[config.mk]
export PLATFORM = sky130hd
export DESIGN_NAME = alu_nibble_seq
export DESIGN_NICKNAME = d
export VERILOG_FILES = /design/src/rtl/alu_nibble_seq.sv
export SDC_FILE = /design/constraint.sdc
export NUM_CORES = 1
export LEC_CHECK = 0
export ABC_CLOCK_PERIOD_IN_PS = 4500
export CORE_ASPECT_RATIO = 1.4
export CORE_UTILIZATION = 25
export DETAILED_ROUTE_END_ITERATION = 8
export HOLD_SLACK_MARGIN = 0.1
export PLACE_DENSITY = 0.44
export SLEW_MARGIN = 20
export SYNTH_ARGS = -nofsm -noshare
export SYNTH_HDL_FRONTEND = slang
export SYNTH_SLANG_ARGS = --single-unit
[constraint.sdc]
create_clock -name clk -period 4.5 [get_ports clk]
set_clock_uncertainty 0.15 [all_clocks]
set_input_delay 0.45 -clock clk [delete_from_list [all_inputs] [get_ports clk]]
set_output_delay 0.45 -clock clk [all_outputs]
set_load 0.1 [all_outputs]
[src/rtl/alu_nibble_seq.sv]
// Nibble-serial ALU controller: streams a WIDTH-bit operation through an external
// 4-bit CLA slice, LSB nibble first. Optional RESP->RUN bypass: ALU_NIBBLE_SEQ_BYPASS_EN.
module alu_nibble_seq #(
  parameter int WIDTH = 32
) (
  input  logic             clk,
  input  logic             rst_n,
  input  logic             req_valid,
  output logic             req_ready,
  input  logic [2:0]       req_op,
  input  logic [WIDTH-1:0] req_a,
  input  logic [WIDTH-1:0] req_b,
  output logic             rsp_valid,
  input  logic             rsp_ready,
  output logic [WIDTH-1:0] rsp_result,
  output logic             rsp_carry,
  output logic             rsp_ovf,
  output logic             rsp_zero,
  output logic             rsp_err,
  output logic [3:0]       slice_a,
  output logic [3:0]       slice_b,
  output logic [3:0]       slice_less,
  output logic [2:0]       slice_aluop,
  output logic             slice_c0,
  input  logic [3:0]       slice_r,
  input  logic             slice_c4
);

  localparam int NIBBLES = WIDTH / 4;
  localparam int KW      = (NIBBLES > 1) ? $clog2(NIBBLES) : 1;
  localparam logic [KW-1:0] K_LAST = KW'(NIBBLES - 1);

  localparam logic [2:0] OP_SUB = 3'b100;
  localparam logic [2:0] OP_ADD = 3'b101;
  localparam logic [2:0] OP_SLT = 3'b110;
  localparam logic [2:0] OP_ILL = 3'b111;

  // Handshakes: a transfer happens on any rising edge where valid and ready are
  // both high; valid never drops and payload never changes until that edge.
  typedef enum logic [1:0] {S_IDLE, S_RUN, S_RESP} state_t;

  state_t           state_q, state_d;
  logic [2:0]       op_q, op_d;
  logic [WIDTH-1:0] a_q, a_d, b_q, b_d, res_q, res_d;
  logic [KW-1:0]    k_q, k_d;
  logic             cy_q, cy_d;
  logic             rsp_valid_q, rsp_valid_d;
  logic [WIDTH-1:0] rsp_result_q, rsp_result_d;
  logic             rsp_carry_q, rsp_carry_d;
  logic             rsp_ovf_q, rsp_ovf_d;
  logic             rsp_zero_q, rsp_zero_d;
  logic             rsp_err_q, rsp_err_d;

  logic             take;
  logic             is_arith;
  logic [WIDTH-1:0] res_step;
  logic [WIDTH-1:0] fin_result;
  logic             a_msb, b_msb, r_msb, add_ovf, sub_ovf;

  always_comb begin
    req_ready = 1'b0;
    if (rst_n) begin
      if (state_q == S_IDLE) begin
        req_ready = 1'b1;
      end
`ifdef ALU_NIBBLE_SEQ_BYPASS_EN
      else if (state_q == S_RESP) begin
        req_ready = rsp_ready;
      end
`endif
    end
  end

  assign take     = req_valid & req_ready;
  assign is_arith = op_q[2];

  // Slice pins are only live during RUN; logic ops never see a carry-in.
  always_comb begin
    slice_a     = 4'd0;
    slice_b     = 4'd0;
    slice_less  = 4'd0;
    slice_aluop = 3'd0;
    slice_c0    = 1'b0;
    if (state_q == S_RUN) begin
      slice_a     = a_q[4*k_q +: 4];
      slice_b     = b_q[4*k_q +: 4];
      slice_aluop = (op_q == OP_SLT) ? OP_SUB : op_q;
      slice_c0    = is_arith ? cy_q : 1'b0;
    end
  end

  always_comb begin
    res_step = res_q;
    res_step[4*k_q +: 4] = slice_r;
  end

  assign a_msb   = a_q[WIDTH-1];
  assign b_msb   = b_q[WIDTH-1];
  assign r_msb   = slice_r[3];
  assign add_ovf = (a_msb == b_msb) & (r_msb != a_msb);
  assign sub_ovf = (a_msb != b_msb) & (r_msb != a_msb);

  always_comb begin
    state_d      = state_q;
    op_d         = op_q;
    a_d          = a_q;
    b_d          = b_q;
    res_d        = res_q;
    k_d          = k_q;
    cy_d         = cy_q;
    rsp_valid_d  = rsp_valid_q;
    rsp_result_d = rsp_result_q;
    rsp_carry_d  = rsp_carry_q;
    rsp_ovf_d    = rsp_ovf_q;
    rsp_zero_d   = rsp_zero_q;
    rsp_err_d    = rsp_err_q;
    fin_result   = res_step;

    case (state_q)
      S_RUN: begin
        res_d = res_step;
        cy_d  = slice_c4;
        k_d   = k_q + 1'b1;
        if (k_q == K_LAST) begin
          state_d     = S_RESP;
          rsp_valid_d = 1'b1;
          rsp_err_d   = 1'b0;
          rsp_carry_d = 1'b0;
          rsp_ovf_d   = 1'b0;
          case (op_q)
            OP_ADD: begin
              rsp_carry_d = slice_c4;
              rsp_ovf_d   = add_ovf;
            end
            OP_SUB: begin
              rsp_carry_d = slice_c4;
              rsp_ovf_d   = sub_ovf;
            end
            OP_SLT: fin_result = {{(WIDTH-1){1'b0}}, r_msb ^ sub_ovf};
            default: ;
          endcase
          rsp_result_d = fin_result;
          rsp_zero_d   = (fin_result == '0);
        end
      end
      S_RESP: begin
        if (rsp_ready) begin
          state_d     = S_IDLE;
          rsp_valid_d = 1'b0;
        end
      end
      default: ;
    endcase

    // Accept applies from IDLE, and from RESP when the bypass lets req_ready follow rsp_ready.
    if (take) begin
      op_d  = req_op;
      a_d   = req_a;
      b_d   = req_b;
      res_d = '0;
      k_d   = '0;
      cy_d  = (req_op == OP_SUB) || (req_op == OP_SLT);
      if (req_op == OP_ILL) begin
        state_d      = S_RESP;
        rsp_valid_d  = 1'b1;
        rsp_err_d    = 1'b1;
        rsp_result_d = '0;
        rsp_carry_d  = 1'b0;
        rsp_ovf_d    = 1'b0;
        rsp_zero_d   = 1'b1;
      end else begin
        state_d     = S_RUN;
        rsp_valid_d = 1'b0;
      end
    end
  end

  always_ff @(posedge clk) begin
    if (!rst_n) begin
      state_q      <= S_IDLE;
      op_q         <= 3'd0;
      a_q          <= '0;
      b_q          <= '0;
      res_q        <= '0;
      k_q          <= '0;
      cy_q         <= 1'b0;
      rsp_valid_q  <= 1'b0;
      rsp_result_q <= '0;
      rsp_carry_q  <= 1'b0;
      rsp_ovf_q    <= 1'b0;
      rsp_zero_q   <= 1'b0;
      rsp_err_q    <= 1'b0;
    end else begin
      state_q      <= state_d;
      op_q         <= op_d;
      a_q          <= a_d;
      b_q          <= b_d;
      res_q        <= res_d;
      k_q          <= k_d;
      cy_q         <= cy_d;
      rsp_valid_q  <= rsp_valid_d;
      rsp_result_q <= rsp_result_d;
      rsp_carry_q  <= rsp_carry_d;
      rsp_ovf_q    <= rsp_ovf_d;
      rsp_zero_q   <= rsp_zero_d;
      rsp_err_q    <= rsp_err_d;
    end
  end

  assign rsp_valid  = rsp_valid_q;
  assign rsp_result = rsp_result_q;
  assign rsp_carry  = rsp_carry_q;
  assign rsp_ovf    = rsp_ovf_q;
  assign rsp_zero   = rsp_zero_q;
  assign rsp_err    = rsp_err_q;

endmodule

==> flow_summary.toml <==
[place]
finalWeightedCongestion = 0.790
placed_cells = 1206
placement.io_buffers = 125
place_hpwl_um = 14600

[finish]
fin_cells = 1237
fillerInstances = 2775
final_net_count = 985
syn2layout_area_growth_pct = 30.6
count_of_antenna_diodes_in_the_layout = 0
final_layout_size_suffix_gt1_frac = 0.0964
utilization_after_layout = 0.332

[sta]
final.hold.worst_slack_ns = 0.307
max_slew_margin = 0.320
rsz0062_at_grt = "false"
report.final.hold_viol_count = 0
timing.final.max_slew_violations = 0
maxClockFrequency_mhz = 300
tns_ns = 0
finish_stage_setup_viols = 0
layout_min_cycle_time_ns = 3.34
max_slew.worst_pin.slew_ns = 1.02
timing.final.crit_share = 0.741

[critical_path]
type_of_the_worst_setup_path = "reg2out"
cp_top_family = "buffers and inverters"
path_cells = "nor2b_2 -> buf_4 -> and3_1 -> clkdlybuf4s50_1"
cp_data_arrival_time_ns = 2.74
crit_path_max_incr_delay_ns = 1.14
slowest_stage = "sky130_fd_sc_hd__clkdlybuf4s50_1"
start_kind = "flip-flop"
required_ns = 3.90
critPathCaptureType = "output pin"
critical_path_buf_inv_count = 2
timing.critical_path.fanout_max = 21

[die]
fp.coreArea_um2 = 26100
die_width_um = 140
ios = 130
rows = 70
dieHeight_um = 195
initial_core_util = 0.254
area_of_the_die_um2 = 27200

[synth]
synth_seq_cells = 141
synth-async-reset-ratio = 0
number_of_enable_type_register_cells_in_the_synthesized_netlist = 0
yosys_warnings = 0
cell_with_the_most_instances_after_synthesis = "sky130_fd_sc_hd__nand2_1"
combined_area_of_all_synthesized_cells_um2 = 6630
post-synth-top-area-cell = "sky130_fd_sc_hd__dfxtp_1"
synth_sequential_area_ratio = 0.426
netlist-cell-type-count = 57
synth_top_cell_area_share = 0.426
synth.cells.most_frequent = "sky130_fd_sc_hd__nand2_1 (222), sky130_fd_sc_hd__dfxtp_1 (141), sky130_fd_sc_hd__nor2_1 (77)"
syn_area_per_cell_um2 = 8.25
post_synth_main_area_contributors = "sky130_fd_sc_hd__dfxtp_1 (43%), sky130_fd_sc_hd__nand2_1 (13%), sky130_fd_sc_hd__a21boi_0 (7.7%)"
postSynth.topFlopCell = "sky130_fd_sc_hd__dfxtp_1"
syn_inst = 804

[power_and_ir_drop]
power.ir.vdd_worst_uv = 253
power-per-cell-area_nw_per_um2 = 357
p_total_w = 0.00309
power.static_leakage_nw = 3.06

[routing]
first_pass_iters = 4
drt-wirelength-per-cell_um = 16.5
drcViolationCount = 0
detailroute.via_count = 5805
drt-initial-drc-count = 289
antenna_left = 0
wire_length_after_detailed_routing_um = 20400
drt-vias-per-instance = 4.69

[status]
status = "completed"

[grt]
first_global_vias = 5863
grt_first_pass_wirelength_um = 32400
grt_antenna_before_repair = 1
grt_remaining_overflow = 0
global_route.usage.total = 0.154
grt_start_max_net_pins = 76

[clocking]
cts_hold_repair.buffers = 0
htree_num_levels = 4
postCtsResizedCells = 0
worst_setup_hold_path_clk_slew_ns = 0.06
clk-insertion-delay-late_ns = 0.42
cts_setup_buffers = 0
tritoncts = "done"
cts-buffers-inserted = 17
ctsLongestPathBuffers = 2
numClockSinks = 141
clock-root-buffer = "sky130_fd_sc_hd__clkbuf_16"

[run]
cap_viol_max_count = 0

[worst_hold_path]
timing.hold.worst.class = "reg2reg"
worst register-to-register path, stage by stage, from the launching register on:
cell and delay, ns:
sky130_fd_sc_hd__dfxtp_1 0.69, sky130_fd_sc_hd__inv_2 0.21, sky130_fd_sc_hd__ha_1 0.49, sky130_fd_sc_hd__nor4b_2 0.25
sky130_fd_sc_hd__nand3_1 0.38, sky130_fd_sc_hd__a311o_1 0.46, sky130_fd_sc_hd__a211o_1 0.28, sky130_fd_sc_hd__o31ai_2 0.20
state kept, by name, indices dropped and copies added (netlist names), 2 cells and up:
name        flops
a_q            32
b_q            32
k_q             3
op_q            3
res_q          32
rsp_result     32
state_q         2
cell type report:
| class | count | area (µm²) | share of cell area |
|---|---|---|---|
| tap | 324 | 405 | 0.0468 |
| multi-input combinational | 599 | 3530 | 0.407 |
| clock inverter | 14 | 143 | 0.0165 |
| inverter | 5 | 18.8 | 0.00217 |
| timing repair buffer | 137 | 1320 | 0.152 |
| clock buffer | 17 | 425 | 0.0491 |
| sequential | 141 | 2820 | 0.326 |
per-stage QoR:
| step | setup WS (ns) | cell area, µm² |
|---|---|---|
| 2_1_floorplan | 1.05 | 6650 |
| 4_1_cts | 1.13 | 8660 |
| 3_3_place_gp | 1.37 | 8090 |
| 6_report | 1.16 | 8660 |
| 3_5_place_dp | 1.28 | 8090 |
| 5_1_grt | 1.01 | 8660 |
layer usage:
metal	part of all wire	GRT usage
met1	0.43	0.176
met4	0.014	0.0468
met2	0.52	0.280
met3	0.041	0.0379
met5	0.00059	0
cell usage in the layout, fill, tap and decap left out, types with 5 or more instances in the layout:
cell,count
sky130_fd_sc_hd__nor2b_1,5
sky130_fd_sc_hd__buf_4,20
sky130_fd_sc_hd__ha_1,8
sky130_fd_sc_hd__nor2_1,77
sky130_fd_sc_hd__clkbuf_16,17
sky130_fd_sc_hd__mux4_2,16
sky130_fd_sc_hd__nand2_1,221
sky130_fd_sc_hd__nor3_1,12
sky130_fd_sc_hd__a22oi_1,18
sky130_fd_sc_hd__o21ai_0,22
sky130_fd_sc_hd__clkdlybuf4s50_1,116
sky130_fd_sc_hd__dfxtp_1,140
sky130_fd_sc_hd__a21boi_0,68
sky130_fd_sc_hd__clkinv_2,5
sky130_fd_sc_hd__nand3_1,10
sky130_fd_sc_hd__a211oi_1,9
sky130_fd_sc_hd__a21oi_1,43
sky130_fd_sc_hd__mux2_2,5
sky130_fd_sc_hd__mux2i_1,9
sky130_fd_sc_hd__a2bb2oi_1,9
power by group:
group | leakage (nW) | total [W] | internal [W] | switching [W]
sequential | 1.14 | 0.00132 | 0.00129 | 0.0000279
clock | 0.275 | 0.00138 | 0.000812 | 0.000569
combinational | 1.64 | 0.000385 | 0.000160 | 0.000225
logic make-up (layout without fill, tap and decap cells):
family	Yosys count	in the layout	share of synthesized area
adder cells (fa/ha/maj)	8	8	0.0151
AND/OR/NAND/NOR	367	367	0.237
buffers and inverters	67	173	0.0459
multiplexers	30	30	0.0764
XOR/XNOR	1	1	0.00132
AO/OA/AOI/OAI	189	189	0.198
other	1	4	0.000566
flip-flops	141	141	0.426
final timing paths:
kind | from | end | slack [ns] | cells past startpoint
setup / recovery | state_q[0] | slice_aluop[1] | 1.16 | 4
setup reg to reg | k_q[2] | rsp_zero | 1.30 | 7
hold reg to reg | rsp_ovf | rsp_ovf | 0.31 | 2
hold / removal | rsp_ovf | rsp_ovf | 0.31 | 2
Power figures use the tool's default switching activity.
